$ cat config.mk
export PLATFORM = sky130hd
export DESIGN_NAME = carfield_cfg_regbus_decoder_flat
export DESIGN_NICKNAME = d
export VERILOG_FILES = /design/src/rtl/carfield_cfg_regbus_decoder_if.sv /design/src/rtl/carfield_cfg_regbus_decoder.sv /design/src/flat_wrapper.sv
export SDC_FILE = /design/constraint.sdc
export NUM_CORES = 1
export LEC_CHECK = 0
export ABC_AREA = 1
export CORE_MARGIN = 3
export CORE_UTILIZATION = 36
export DETAILED_ROUTE_END_ITERATION = 10
export PLACE_DENSITY = 0.84
export SYNTH_ARGS = -nofsm -noshare
export SYNTH_HDL_FRONTEND = slang
export SYNTH_SLANG_ARGS = --single-unit
$ cat constraint.sdc
create_clock -name clk_i -period 1.76 [get_ports clk_i]
set_clock_uncertainty 0.15 [all_clocks]
set_input_delay 0.176 -clock clk_i [delete_from_list [all_inputs] [get_ports clk_i]]
set_output_delay 0.176 -clock clk_i [all_outputs]
set_load 0.05 [all_outputs]
$ cat src/rtl/carfield_cfg_regbus_decoder_if.sv
// Host RegBus request/response channel plus the per-target config bus seen by the decoder.
// slave = decoder view, master = host/target side view.
interface carfield_cfg_regbus_decoder_if #(
  parameter int unsigned NumRegions = 4,
  parameter int unsigned AddrWidth  = 48,
  parameter int unsigned DataWidth  = 32
);
  logic                           req_valid_i;
  logic                           req_ready_o;
  logic [AddrWidth-1:0]           req_addr_i;
  logic                           req_write_i;
  logic [DataWidth-1:0]           req_wdata_i;
  logic [DataWidth/8-1:0]         req_wstrb_i;
  logic                           rsp_valid_o;
  logic                           rsp_ready_i;
  logic [DataWidth-1:0]           rsp_rdata_o;
  logic                           rsp_error_o;
  logic [NumRegions-1:0]          tgt_valid_o;
  logic [NumRegions-1:0]          tgt_ready_i;
  logic [AddrWidth-1:0]           tgt_addr_o;
  logic                           tgt_write_o;
  logic [DataWidth-1:0]           tgt_wdata_o;
  logic [DataWidth/8-1:0]         tgt_wstrb_o;
  logic [NumRegions*DataWidth-1:0] tgt_rdata_i;
  logic [NumRegions-1:0]          tgt_error_i;

  modport slave (
    input  req_valid_i, req_addr_i, req_write_i, req_wdata_i, req_wstrb_i,
    input  rsp_ready_i, tgt_ready_i, tgt_rdata_i, tgt_error_i,
    output req_ready_o, rsp_valid_o, rsp_rdata_o, rsp_error_o,
    output tgt_valid_o, tgt_addr_o, tgt_write_o, tgt_wdata_o, tgt_wstrb_o
  );

  modport master (
    output req_valid_i, req_addr_i, req_write_i, req_wdata_i, req_wstrb_i,
    output rsp_ready_i, tgt_ready_i, tgt_rdata_i, tgt_error_i,
    input  req_ready_o, rsp_valid_o, rsp_rdata_o, rsp_error_o,
    input  tgt_valid_o, tgt_addr_o, tgt_write_o, tgt_wdata_o, tgt_wstrb_o
  );
endinterface

$ cat src/rtl/carfield_cfg_regbus_decoder.sv
// Single-outstanding RegBus responder routing each request to one Carfield config target.
// Define CARFIELD_DECODE_TIMEOUT_EN to bound the target wait with a TimeoutCycles counter.
module carfield_cfg_regbus_decoder #(
  parameter int unsigned NumRegions = 4,
  parameter int unsigned AddrWidth  = 48,
  parameter int unsigned DataWidth  = 32,
  parameter logic [NumRegions-1:0][AddrWidth-1:0] RegionBase = {
    48'h0000_200B_0000, 48'h0000_200A_0000, 48'h0000_2002_0000, 48'h0000_2001_0000},
  parameter logic [NumRegions-1:0][AddrWidth-1:0] RegionSize = {4{48'h0000_0000_1000}},
  parameter logic [NumRegions-1:0] RegionEnable  = 4'b1111,
  parameter logic [DataWidth-1:0]  ErrData       = 32'hBADCAB1E,
  parameter int unsigned           TimeoutCycles = 256
) (
  input logic clk_i,
  input logic rst_ni,
  carfield_cfg_regbus_decoder_if.slave bus
);

  localparam int unsigned IdxW  = (NumRegions > 1) ? $clog2(NumRegions) : 1;
  localparam int unsigned StrbW = DataWidth / 8;

  typedef enum logic [1:0] {
    ST_IDLE = 2'd0,
    ST_FWD  = 2'd1,
    ST_RSP  = 2'd2
  } state_e;

  state_e                r_state;
  state_e                w_state_next;
  logic                  r_req_ready;
  logic                  r_rsp_valid;
  logic [DataWidth-1:0]  r_rsp_rdata;
  logic                  r_rsp_error;
  logic [NumRegions-1:0] r_tgt_valid;
  logic [NumRegions-1:0] w_tgt_valid_next;
  logic [AddrWidth-1:0]  r_addr;
  logic                  r_write;
  logic [DataWidth-1:0]  r_wdata;
  logic [StrbW-1:0]      r_wstrb;
  logic [IdxW-1:0]       r_idx;

  logic [NumRegions-1:0] w_hit_vec;
  logic                  w_hit;
  logic [IdxW-1:0]       w_idx;
  logic [IdxW-1:0]       w_sel_idx;
  logic                  w_accept;
  logic                  w_capture_tgt;
  logic                  w_timeout;
  logic                  w_expired;
  logic                  w_sel_ready;
  logic                  w_sel_error;
  logic [DataWidth-1:0]  w_sel_rdata;

  // Region match on AddrWidth+1 bits so base+size never wraps; lowest index wins.
  always_comb begin
    w_hit_vec = '0;
    w_hit     = 1'b0;
    w_idx     = '0;
    for (int i = 0; i < int'(NumRegions); i++) begin
      w_hit_vec[i] = RegionEnable[i]
                  && ({1'b0, bus.req_addr_i} >= {1'b0, RegionBase[i]})
                  && ({1'b0, bus.req_addr_i} <  ({1'b0, RegionBase[i]} + {1'b0, RegionSize[i]}));
    end
    for (int i = int'(NumRegions) - 1; i >= 0; i--) begin
      w_idx = w_hit_vec[i] ? IdxW'(i) : w_idx;
      w_hit = w_hit | w_hit_vec[i];
    end
  end

  assign w_sel_ready = bus.tgt_ready_i[r_idx];
  assign w_sel_error = bus.tgt_error_i[r_idx];
  assign w_sel_rdata = bus.tgt_rdata_i[DataWidth*r_idx +: DataWidth];

`ifdef CARFIELD_DECODE_TIMEOUT_EN
  localparam int unsigned CntW = (TimeoutCycles > 1) ? $clog2(TimeoutCycles) : 1;
  logic [CntW-1:0] r_cnt;

  assign w_expired = (r_cnt == CntW'(TimeoutCycles - 1));

  // Wait counter: zero outside FWD, so it restarts on every FWD entry.
  always_ff @(posedge clk_i or negedge rst_ni) begin
    if (!rst_ni) begin
      r_cnt <= '0;
    end else if (r_state == ST_FWD) begin
      r_cnt <= r_cnt + CntW'(1);
    end else begin
      r_cnt <= '0;
    end
  end
`else
  logic w_unused_cfg;
  assign w_expired    = 1'b0;
  assign w_unused_cfg = (TimeoutCycles > 32'd0);
`endif

  // Next-state decode and next one-hot target strobe.
  always_comb begin
    w_state_next     = r_state;
    w_accept         = 1'b0;
    w_capture_tgt    = 1'b0;
    w_timeout        = 1'b0;
    w_tgt_valid_next = '0;
    w_sel_idx        = r_idx;
    case (r_state)
      ST_IDLE: begin
        if (bus.req_valid_i && r_req_ready) begin
          w_accept     = 1'b1;
          w_state_next = w_hit ? ST_FWD : ST_RSP;
        end else begin
          w_state_next = ST_IDLE;
        end
      end
      ST_FWD: begin
        if (w_sel_ready) begin
          w_capture_tgt = 1'b1;
          w_state_next  = ST_RSP;
        end else if (w_expired) begin
          w_timeout    = 1'b1;
          w_state_next = ST_RSP;
        end else begin
          w_state_next = ST_FWD;
        end
      end
      ST_RSP: begin
        if (bus.rsp_ready_i) begin
          w_state_next = ST_IDLE;
        end else begin
          w_state_next = ST_RSP;
        end
      end
      default: begin
        w_state_next = ST_IDLE;
      end
    endcase
    w_sel_idx = w_accept ? w_idx : r_idx;
    if (w_state_next == ST_FWD) begin
      w_tgt_valid_next[w_sel_idx] = 1'b1;
    end else begin
      w_tgt_valid_next = '0;
    end
  end

  // State, captured request and all registered outputs.
  always_ff @(posedge clk_i or negedge rst_ni) begin
    if (!rst_ni) begin
      r_state     <= ST_IDLE;
      r_req_ready <= 1'b0;
      r_rsp_valid <= 1'b0;
      r_rsp_rdata <= '0;
      r_rsp_error <= 1'b0;
      r_tgt_valid <= '0;
      r_addr      <= '0;
      r_write     <= 1'b0;
      r_wdata     <= '0;
      r_wstrb     <= '0;
      r_idx       <= '0;
    end else begin
      r_state     <= w_state_next;
      r_req_ready <= (w_state_next == ST_IDLE);
      r_rsp_valid <= (w_state_next == ST_RSP);
      r_tgt_valid <= w_tgt_valid_next;
      if (w_accept) begin
        r_addr  <= bus.req_addr_i;
        r_write <= bus.req_write_i;
        r_wdata <= bus.req_wdata_i;
        r_wstrb <= bus.req_wstrb_i;
        r_idx   <= w_idx;
      end
      if ((w_accept && !w_hit) || w_timeout) begin
        r_rsp_rdata <= ErrData;
        r_rsp_error <= 1'b1;
      end else if (w_capture_tgt) begin
        r_rsp_rdata <= w_sel_rdata;
        r_rsp_error <= w_sel_error;
      end
    end
  end

  assign bus.req_ready_o = r_req_ready;
  assign bus.rsp_valid_o = r_rsp_valid;
  assign bus.rsp_rdata_o = r_rsp_rdata;
  assign bus.rsp_error_o = r_rsp_error;
  assign bus.tgt_valid_o = r_tgt_valid;
  assign bus.tgt_addr_o  = r_addr;
  assign bus.tgt_write_o = r_write;
  assign bus.tgt_wdata_o = r_wdata;
  assign bus.tgt_wstrb_o = r_wstrb;

endmodule
$ cat src/flat_wrapper.sv
// flat-port wrapper written by rule: the top's interface ports become plain ports
module carfield_cfg_regbus_decoder_flat 
#(
  parameter int unsigned NumRegions = 4,
  parameter int unsigned AddrWidth  = 48,
  parameter int unsigned DataWidth  = 32,
  parameter logic [NumRegions-1:0][AddrWidth-1:0] RegionBase = {
    48'h0000_200B_0000, 48'h0000_200A_0000, 48'h0000_2002_0000, 48'h0000_2001_0000},
  parameter logic [NumRegions-1:0][AddrWidth-1:0] RegionSize = {4{48'h0000_0000_1000}},
  parameter logic [NumRegions-1:0] RegionEnable  = 4'b1111,
  parameter logic [DataWidth-1:0]  ErrData       = 32'hBADCAB1E,
  parameter int unsigned           TimeoutCycles = 256
)
  (clk_i, rst_ni, bus_req_valid_i, bus_req_addr_i, bus_req_write_i, bus_req_wdata_i, bus_req_wstrb_i, bus_rsp_ready_i, bus_tgt_ready_i, bus_tgt_rdata_i, bus_tgt_error_i, bus_req_ready_o, bus_rsp_valid_o, bus_rsp_rdata_o, bus_rsp_error_o, bus_tgt_valid_o, bus_tgt_addr_o, bus_tgt_write_o, bus_tgt_wdata_o, bus_tgt_wstrb_o);
  carfield_cfg_regbus_decoder_if #(.NumRegions(NumRegions), .AddrWidth(AddrWidth), .DataWidth(DataWidth)) bus_i ();
  input logic clk_i;
  input logic rst_ni;
  input wire logic [$bits(bus_i.req_valid_i)-1:0] bus_req_valid_i;
  input wire logic [$bits(bus_i.req_addr_i)-1:0] bus_req_addr_i;
  input wire logic [$bits(bus_i.req_write_i)-1:0] bus_req_write_i;
  input wire logic [$bits(bus_i.req_wdata_i)-1:0] bus_req_wdata_i;
  input wire logic [$bits(bus_i.req_wstrb_i)-1:0] bus_req_wstrb_i;
  input wire logic [$bits(bus_i.rsp_ready_i)-1:0] bus_rsp_ready_i;
  input wire logic [$bits(bus_i.tgt_ready_i)-1:0] bus_tgt_ready_i;
  input wire logic [$bits(bus_i.tgt_rdata_i)-1:0] bus_tgt_rdata_i;
  input wire logic [$bits(bus_i.tgt_error_i)-1:0] bus_tgt_error_i;
  output wire logic [$bits(bus_i.req_ready_o)-1:0] bus_req_ready_o;
  output wire logic [$bits(bus_i.rsp_valid_o)-1:0] bus_rsp_valid_o;
  output wire logic [$bits(bus_i.rsp_rdata_o)-1:0] bus_rsp_rdata_o;
  output wire logic [$bits(bus_i.rsp_error_o)-1:0] bus_rsp_error_o;
  output wire logic [$bits(bus_i.tgt_valid_o)-1:0] bus_tgt_valid_o;
  output wire logic [$bits(bus_i.tgt_addr_o)-1:0] bus_tgt_addr_o;
  output wire logic [$bits(bus_i.tgt_write_o)-1:0] bus_tgt_write_o;
  output wire logic [$bits(bus_i.tgt_wdata_o)-1:0] bus_tgt_wdata_o;
  output wire logic [$bits(bus_i.tgt_wstrb_o)-1:0] bus_tgt_wstrb_o;
  assign bus_i.req_valid_i = bus_req_valid_i;
  assign bus_i.req_addr_i = bus_req_addr_i;
  assign bus_i.req_write_i = bus_req_write_i;
  assign bus_i.req_wdata_i = bus_req_wdata_i;
  assign bus_i.req_wstrb_i = bus_req_wstrb_i;
  assign bus_i.rsp_ready_i = bus_rsp_ready_i;
  assign bus_i.tgt_ready_i = bus_tgt_ready_i;
  assign bus_i.tgt_rdata_i = bus_tgt_rdata_i;
  assign bus_i.tgt_error_i = bus_tgt_error_i;
  assign bus_req_ready_o = bus_i.req_ready_o;
  assign bus_rsp_valid_o = bus_i.rsp_valid_o;
  assign bus_rsp_rdata_o = bus_i.rsp_rdata_o;
  assign bus_rsp_error_o = bus_i.rsp_error_o;
  assign bus_tgt_valid_o = bus_i.tgt_valid_o;
  assign bus_tgt_addr_o = bus_i.tgt_addr_o;
  assign bus_tgt_write_o = bus_i.tgt_write_o;
  assign bus_tgt_wdata_o = bus_i.tgt_wdata_o;
  assign bus_tgt_wstrb_o = bus_i.tgt_wstrb_o;
  carfield_cfg_regbus_decoder #(.NumRegions(NumRegions), .AddrWidth(AddrWidth), .DataWidth(DataWidth), .RegionBase(RegionBase), .RegionSize(RegionSize), .RegionEnable(RegionEnable), .ErrData(ErrData), .TimeoutCycles(TimeoutCycles)) u_core (.clk_i(clk_i), .rst_ni(rst_ni), .bus(bus_i));
endmodule
==> report_table.html, run 1 <==
<table>
<tr><th>Metric</th><th>Value</th></tr>
<tr><th colspan="2">Status</th></tr>
<tr><td>Result of the run</td><td>complete, but fails checks</td></tr>
<tr><td>Violated checks</td><td>negative hold slack</td></tr>
<tr><th colspan="2">GRT</th></tr>
<tr><td>Largest net degree at the start of global routing</td><td>73</td></tr>
<tr><td>Sum of overflow across all layers after global routing</td><td>0</td></tr>
<tr><td>Global-route wire length before repair</td><td>37,600 um</td></tr>
<tr><td>Number of antenna violations at the first check in global routing</td><td>4</td></tr>
<tr><td>Vias in the first global route</td><td>7,260</td></tr>
<tr><td>Total global-route track usage</td><td>23.7%</td></tr>
<tr><th colspan="2">Setup path</th></tr>
<tr><td>Maximum single-stage delay on the critical path</td><td>0.25 ns</td></tr>
<tr><td>Max Fanout on Critical Path</td><td>12</td></tr>
<tr><td>Type of element capturing the critical path</td><td>flop</td></tr>
<tr><td>RR Startpoint</td><td>u_core.r_idx[0]</td></tr>
<tr><td>End of the worst register-to-register path</td><td>u_core.bus.rsp_rdata_o[29]</td></tr>
<tr><td>Slowest cell on crit path</td><td>sky130_fd_sc_hd__dlygate4sd2_1</td></tr>
<tr><td>R2r worst-path depth</td><td>5</td></tr>
<tr><td>Critical path launch point type</td><td>input pin</td></tr>
<tr><td>Worst reg-to-reg setup slack</td><td>0.10 ns</td></tr>
<tr><td>Category of the most critical setup path</td><td>input pin to flop</td></tr>
<tr><td>WP data required</td><td>1.89 ns</td></tr>
<tr><td>Cells traversed along the worst timing path</td><td>dlygate4sd2_1 -&gt; nor2_2 -&gt; nand2_2 -&gt; a21oi_4 -&gt; buf_12 -&gt; nand2_1 -&gt; nor2_2 -&gt; nand3_4 -&gt; nand2_4 -&gt; nor2_8 -&gt; nand2_8 -&gt; buf_12 -&gt; o311ai_2</td></tr>
<tr><td>Data arrival at the endpoint of the critical path</td><td>1.84 ns</td></tr>
<tr><th colspan="2">Synthesis</th></tr>
<tr><td>Synth Instances</td><td>841</td></tr>
<tr><td>Yosys top cell area share</td><td>48.9%</td></tr>
<tr><td>Register area share after synthesis</td><td>48.9%</td></tr>
<tr><td>Netlist area before placement</td><td>6550 um^2</td></tr>
<tr><td>Post-synth EDFFs</td><td>0</td></tr>
<tr><td>Number of unique standard cell types used by synthesis</td><td>32</td></tr>
<tr><td>Synthesis-stage register bit count</td><td>128</td></tr>
<tr><td>Fraction of registers with async set or reset after synthesis</td><td>100%</td></tr>
<tr><td>Synthesized area per cell</td><td>7.79 um^2</td></tr>
<tr><td>Biggest area contributors in the synthesized netlist</td><td>sky130_fd_sc_hd__dfrtp_1 49%, sky130_fd_sc_hd__nand2_1 19%, sky130_fd_sc_hd__o21ai_0 6.3%</td></tr>
<tr><td>Warnings, synthesis</td><td>0</td></tr>
<tr><td>Most used flip-flop cell after synthesis</td><td>sky130_fd_sc_hd__dfrtp_1</td></tr>
<tr><td>Library cell occupying the most area in the post-synthesis netlist</td><td>sky130_fd_sc_hd__dfrtp_1</td></tr>
<tr><td>Post-synth net total</td><td>1,066</td></tr>
<tr><th colspan="2">Cells and area</th></tr>
<tr><td>Fill cell count</td><td>1,409</td></tr>
<tr><td>Proportion of layout cells with a drive suffix above 1</td><td>28.0%</td></tr>
<tr><td>Final design utilization</td><td>65.6%</td></tr>
<tr><td>Post-route cell area</td><td>11,500 um^2</td></tr>
<tr><td>Final Net Count</td><td>1,468</td></tr>
<tr><td>Growth of design area from synthesis to finish</td><td>75.7%</td></tr>
<tr><th colspan="2">STA</th></tr>
<tr><td>Final hold violation count</td><td>1</td></tr>
<tr><td>Highest achievable clock rate</td><td>586 MHz</td></tr>
<tr><td>Worst hold slack across all endpoints</td><td>-0.000626 ns</td></tr>
<tr><td>RSZ-0062 raised after global routing</td><td>true</td></tr>
<tr><td>Time the worst path needs with I/O delays and setup</td><td>1.71 ns</td></tr>
<tr><td>Worst rel slew slack</td><td>73.8%</td></tr>
<tr><td>Tcrit/Tclk final</td><td>97.0%</td></tr>
<tr><td>Count of final max-slew check failures</td><td>0</td></tr>
<tr><td>Transition at the pin with the smallest max-transition slack</td><td>0.393 ns</td></tr>
<tr><td>Final setup vio count</td><td>0</td></tr>
<tr><th colspan="2">Floorplanning</th></tr>
<tr><td>Die outline area</td><td>19,800 um^2</td></tr>
<tr><td>Die width</td><td>141 um</td></tr>
<tr><td>Count of pins on the block boundary</td><td>349</td></tr>
<tr><td>DIE HEIGHT</td><td>141 um</td></tr>
<tr><td>Standard-cell rows</td><td>48</td></tr>
<tr><td>Initial cell density of the core</td><td>37.4%</td></tr>
<tr><td>Standard cell core area</td><td>17,500 um^2</td></tr>
<tr><th colspan="2">Clocking</th></tr>
<tr><td>Clock network latency to the later pin of the worst-skew pair</td><td>0.41 ns</td></tr>
<tr><td>H-Tree Depth</td><td>4</td></tr>
<tr><td>Total number of clock tree sinks</td><td>128</td></tr>
<tr><td>Largest buffer count on any clock path</td><td>2</td></tr>
<tr><td>Clock transition at the register clock pins on the worst setup and hold paths after CTS</td><td>0.06 ns</td></tr>
<tr><td>Number of buffers created by CTS</td><td>17</td></tr>
<tr><td>CTS tree</td><td>built</td></tr>
<tr><td>Cell at the root of the clock tree</td><td>sky130_fd_sc_hd__clkbuf_16</td></tr>
<tr><th colspan="2">Placement</th></tr>
<tr><td>Buffers on Ports</td><td>348</td></tr>
<tr><td>Cell area after placement</td><td>10,400 um^2</td></tr>
<tr><td>Half-perimeter wire length after placement</td><td>17,500 um</td></tr>
<tr><td>Global placer's final weighted congestion</td><td>0.828</td></tr>
<tr><th colspan="2">Power</th></tr>
<tr><td>Static power due to leakage</td><td>5.60 nW</td></tr>
<tr><td>Power Dens Cells</td><td>1480 nW/um^2</td></tr>
<tr><td>Max VDD drop</td><td>1160 uV</td></tr>
<tr><th colspan="2">Min path</th></tr>
<tr><td>Min-Delay Startpoint</td><td>bus_req_addr_i[26]</td></tr>
<tr><td>Hold Crit Endpoint</td><td>u_core.bus.tgt_addr_o[26]</td></tr>
<tr><td>Cell count of the worst hold path</td><td>3</td></tr>
<tr><td>Type of the most critical hold path</td><td>input pin to flop</td></tr>
<tr><th colspan="2">Run</th></tr>
<tr><td>Number of maximum-capacitance violations</td><td>0</td></tr>
<tr><th colspan="2">Route</th></tr>
<tr><td>Routed via count divided by cell count</td><td>4.91</td></tr>
<tr><td>First-pass DRT Iterations</td><td>5</td></tr>
<tr><td>Detailed-route wire length</td><td>24,000 um</td></tr>
<tr><td>Number of routed nets with antenna violations</td><td>0</td></tr>
<tr><td>DRT iter0 DRCs</td><td>352</td></tr>
<tr><td>Post-detailed-route DRC marker count</td><td>0</td></tr>
<tr><td>Via count</td><td>7,287</td></tr>
<tr><td>Routed wirelength normalized by instance count</td><td>16.2 um</td></tr>
</table>
through the flow:
step / power, mW / TNS [ns] / setup slack (ns) / hold WS [ns] / cells
after CTS: 17.0 / 0 / 0.0287 / 0.0124 / 1475
after global placement: 13.1 / -20.00 / -0.546 / 0.0289 / 1412
after floorplan: 10.1 / -0.0336 / -0.00374 / -0.270 / 841
after detailed placement: 13.2 / -24.17 / -0.635 / 0.0424 / 1412
final: 17.0 / 0 / 0.0528 / -0.000626 / 1484
after global routing: 17.8 / -0.189 / -0.0212 / 0.0285 / 1484
layout by cell type, fill, tap and decap left out, types with 17 or more instances in the layout:
| master | count |
|---|---|
| sky130_fd_sc_hd__nand3_2 | 28 |
| sky130_fd_sc_hd__o21ai_0 | 79 |
| sky130_fd_sc_hd__clkbuf_16 | 17 |
| sky130_fd_sc_hd__inv_1 | 24 |
| sky130_fd_sc_hd__clkdlybuf4s50_1 | 191 |
| sky130_fd_sc_hd__o22ai_1 | 21 |
| sky130_fd_sc_hd__dfrtp_1 | 126 |
| sky130_fd_sc_hd__nand2_1 | 315 |
| sky130_fd_sc_hd__nor2_1 | 66 |
| sky130_fd_sc_hd__buf_4 | 177 |
worst max-delay path by stage:
stage / start / slack, ns / cells after the start / endpoint
after global placement: bus_req_addr_i[20] / -0.55 / 11 / u_core.bus.tgt_valid_o[1]
after CTS: u_core.r_idx[1] / 0.03 / 8 / u_core.bus.rsp_rdata_o[22]
final: bus_req_addr_i[24] / 0.05 / 13 / u_core.bus.rsp_rdata_o[22]
after global routing: bus_req_addr_i[27] / -0.02 / 13 / u_core.bus.rsp_rdata_o[31]
after detailed placement: bus_req_addr_i[35] / -0.63 / 12 / u_core.bus.rsp_rdata_o[11]
after floorplan: u_core.bus.req_ready_o / -0.004 / 9 / u_core.bus.rsp_error_o
per-layer routing:
metal	track usage [%]	routed length, um	vias to the layer above
li1	-	-	3529
met1	27.7	9220	3396
met2	40.3	12000	306
met3	8.04	2080	54
met4	9.38	677	2
met5	0	13	-
cell usage after synthesis (7+ instances only):
master / n
sky130_fd_sc_hd__o22ai_1: 21
sky130_fd_sc_hd__inv_1: 34
sky130_fd_sc_hd__buf_2: 14
sky130_fd_sc_hd__o21ai_0: 83
sky130_fd_sc_hd__nand3_1: 20
sky130_fd_sc_hd__nand3_2: 23
sky130_fd_sc_hd__nor2_2: 7
sky130_fd_sc_hd__a22oi_1: 11
sky130_fd_sc_hd__nand2_1: 331
sky130_fd_sc_hd__clkbuf_1: 28
sky130_fd_sc_hd__dfrtp_1: 128
sky130_fd_sc_hd__nor2_1: 81
sky130_fd_sc_hd__a21oi_1: 13
layout make-up:
| class | count | area (um^2) | area share [%] |
|---|---|---|---|
| timing repair buffer | 434 | 4010 | 34.8 |
| multi-input combinational | 624 | 3240 | 28.2 |
| sequential | 128 | 3210 | 27.9 |
| clock buffer | 23 | 488 | 4.24 |
| tap | 225 | 282 | 2.45 |
| inverter | 38 | 146 | 1.27 |
| clock inverter | 9 | 130 | 1.13 |
| antenna | 3 | 7.51 | 0.0652 |
worst max-delay path, delay by kind of cell:
kind	cells	cell delay [ns]
buffers and inverters	3	0.54
and+or+nand+nor	8	0.81
AOI/OAI and AO/OA	2	0.31
state kept, by name (all words and copies together), names as in the netlist:
register	cells
u_core.bus.rsp_valid_o	1
u_core.bus.tgt_write_o	1
u_core.bus.rsp_error_o	1
u_core.r_state	2
u_core.bus.tgt_wstrb_o	4
u_core.bus.tgt_valid_o	4
u_core.bus.req_ready_o	1
u_core.bus.tgt_addr_o	48
u_core.bus.tgt_wdata_o	32
u_core.bus.rsp_rdata_o	32
u_core.r_idx	2
what timing repair did:
item / in CTS / in global routing
pin swaps: 36 / 18
gates resized for setup: 70 / 62
endpoints found under the setup margin: 42 / 38
hold buffers: 12 / 1
hold endpoints to repair: 139 / 1
cloned: 1 / 0
buffers inserted: 18 / 5
power breakdown:
group,total [mW],switching [mW],internal (mW)
Combinational,8.58,5.82,2.76
Clock,3.68,1.30,2.38
Sequential,4.73,0.690,4.04
kinds of logic after synthesis:
group	Yosys count	synth area share (%)
flops	128	48.9
simple gates	478	31.9
compound gates	145	13.0
buf+inv	90	6.21
Power figures use the tool's default switching activity.
==> inputs of run 2 (changes only) <==
GPL_ROUTABILITY_DRIVEN = 1   (was unset)
==> results of run 2 <==
Same layout as run 1: the final DEF is identical, and so are final timing and power.
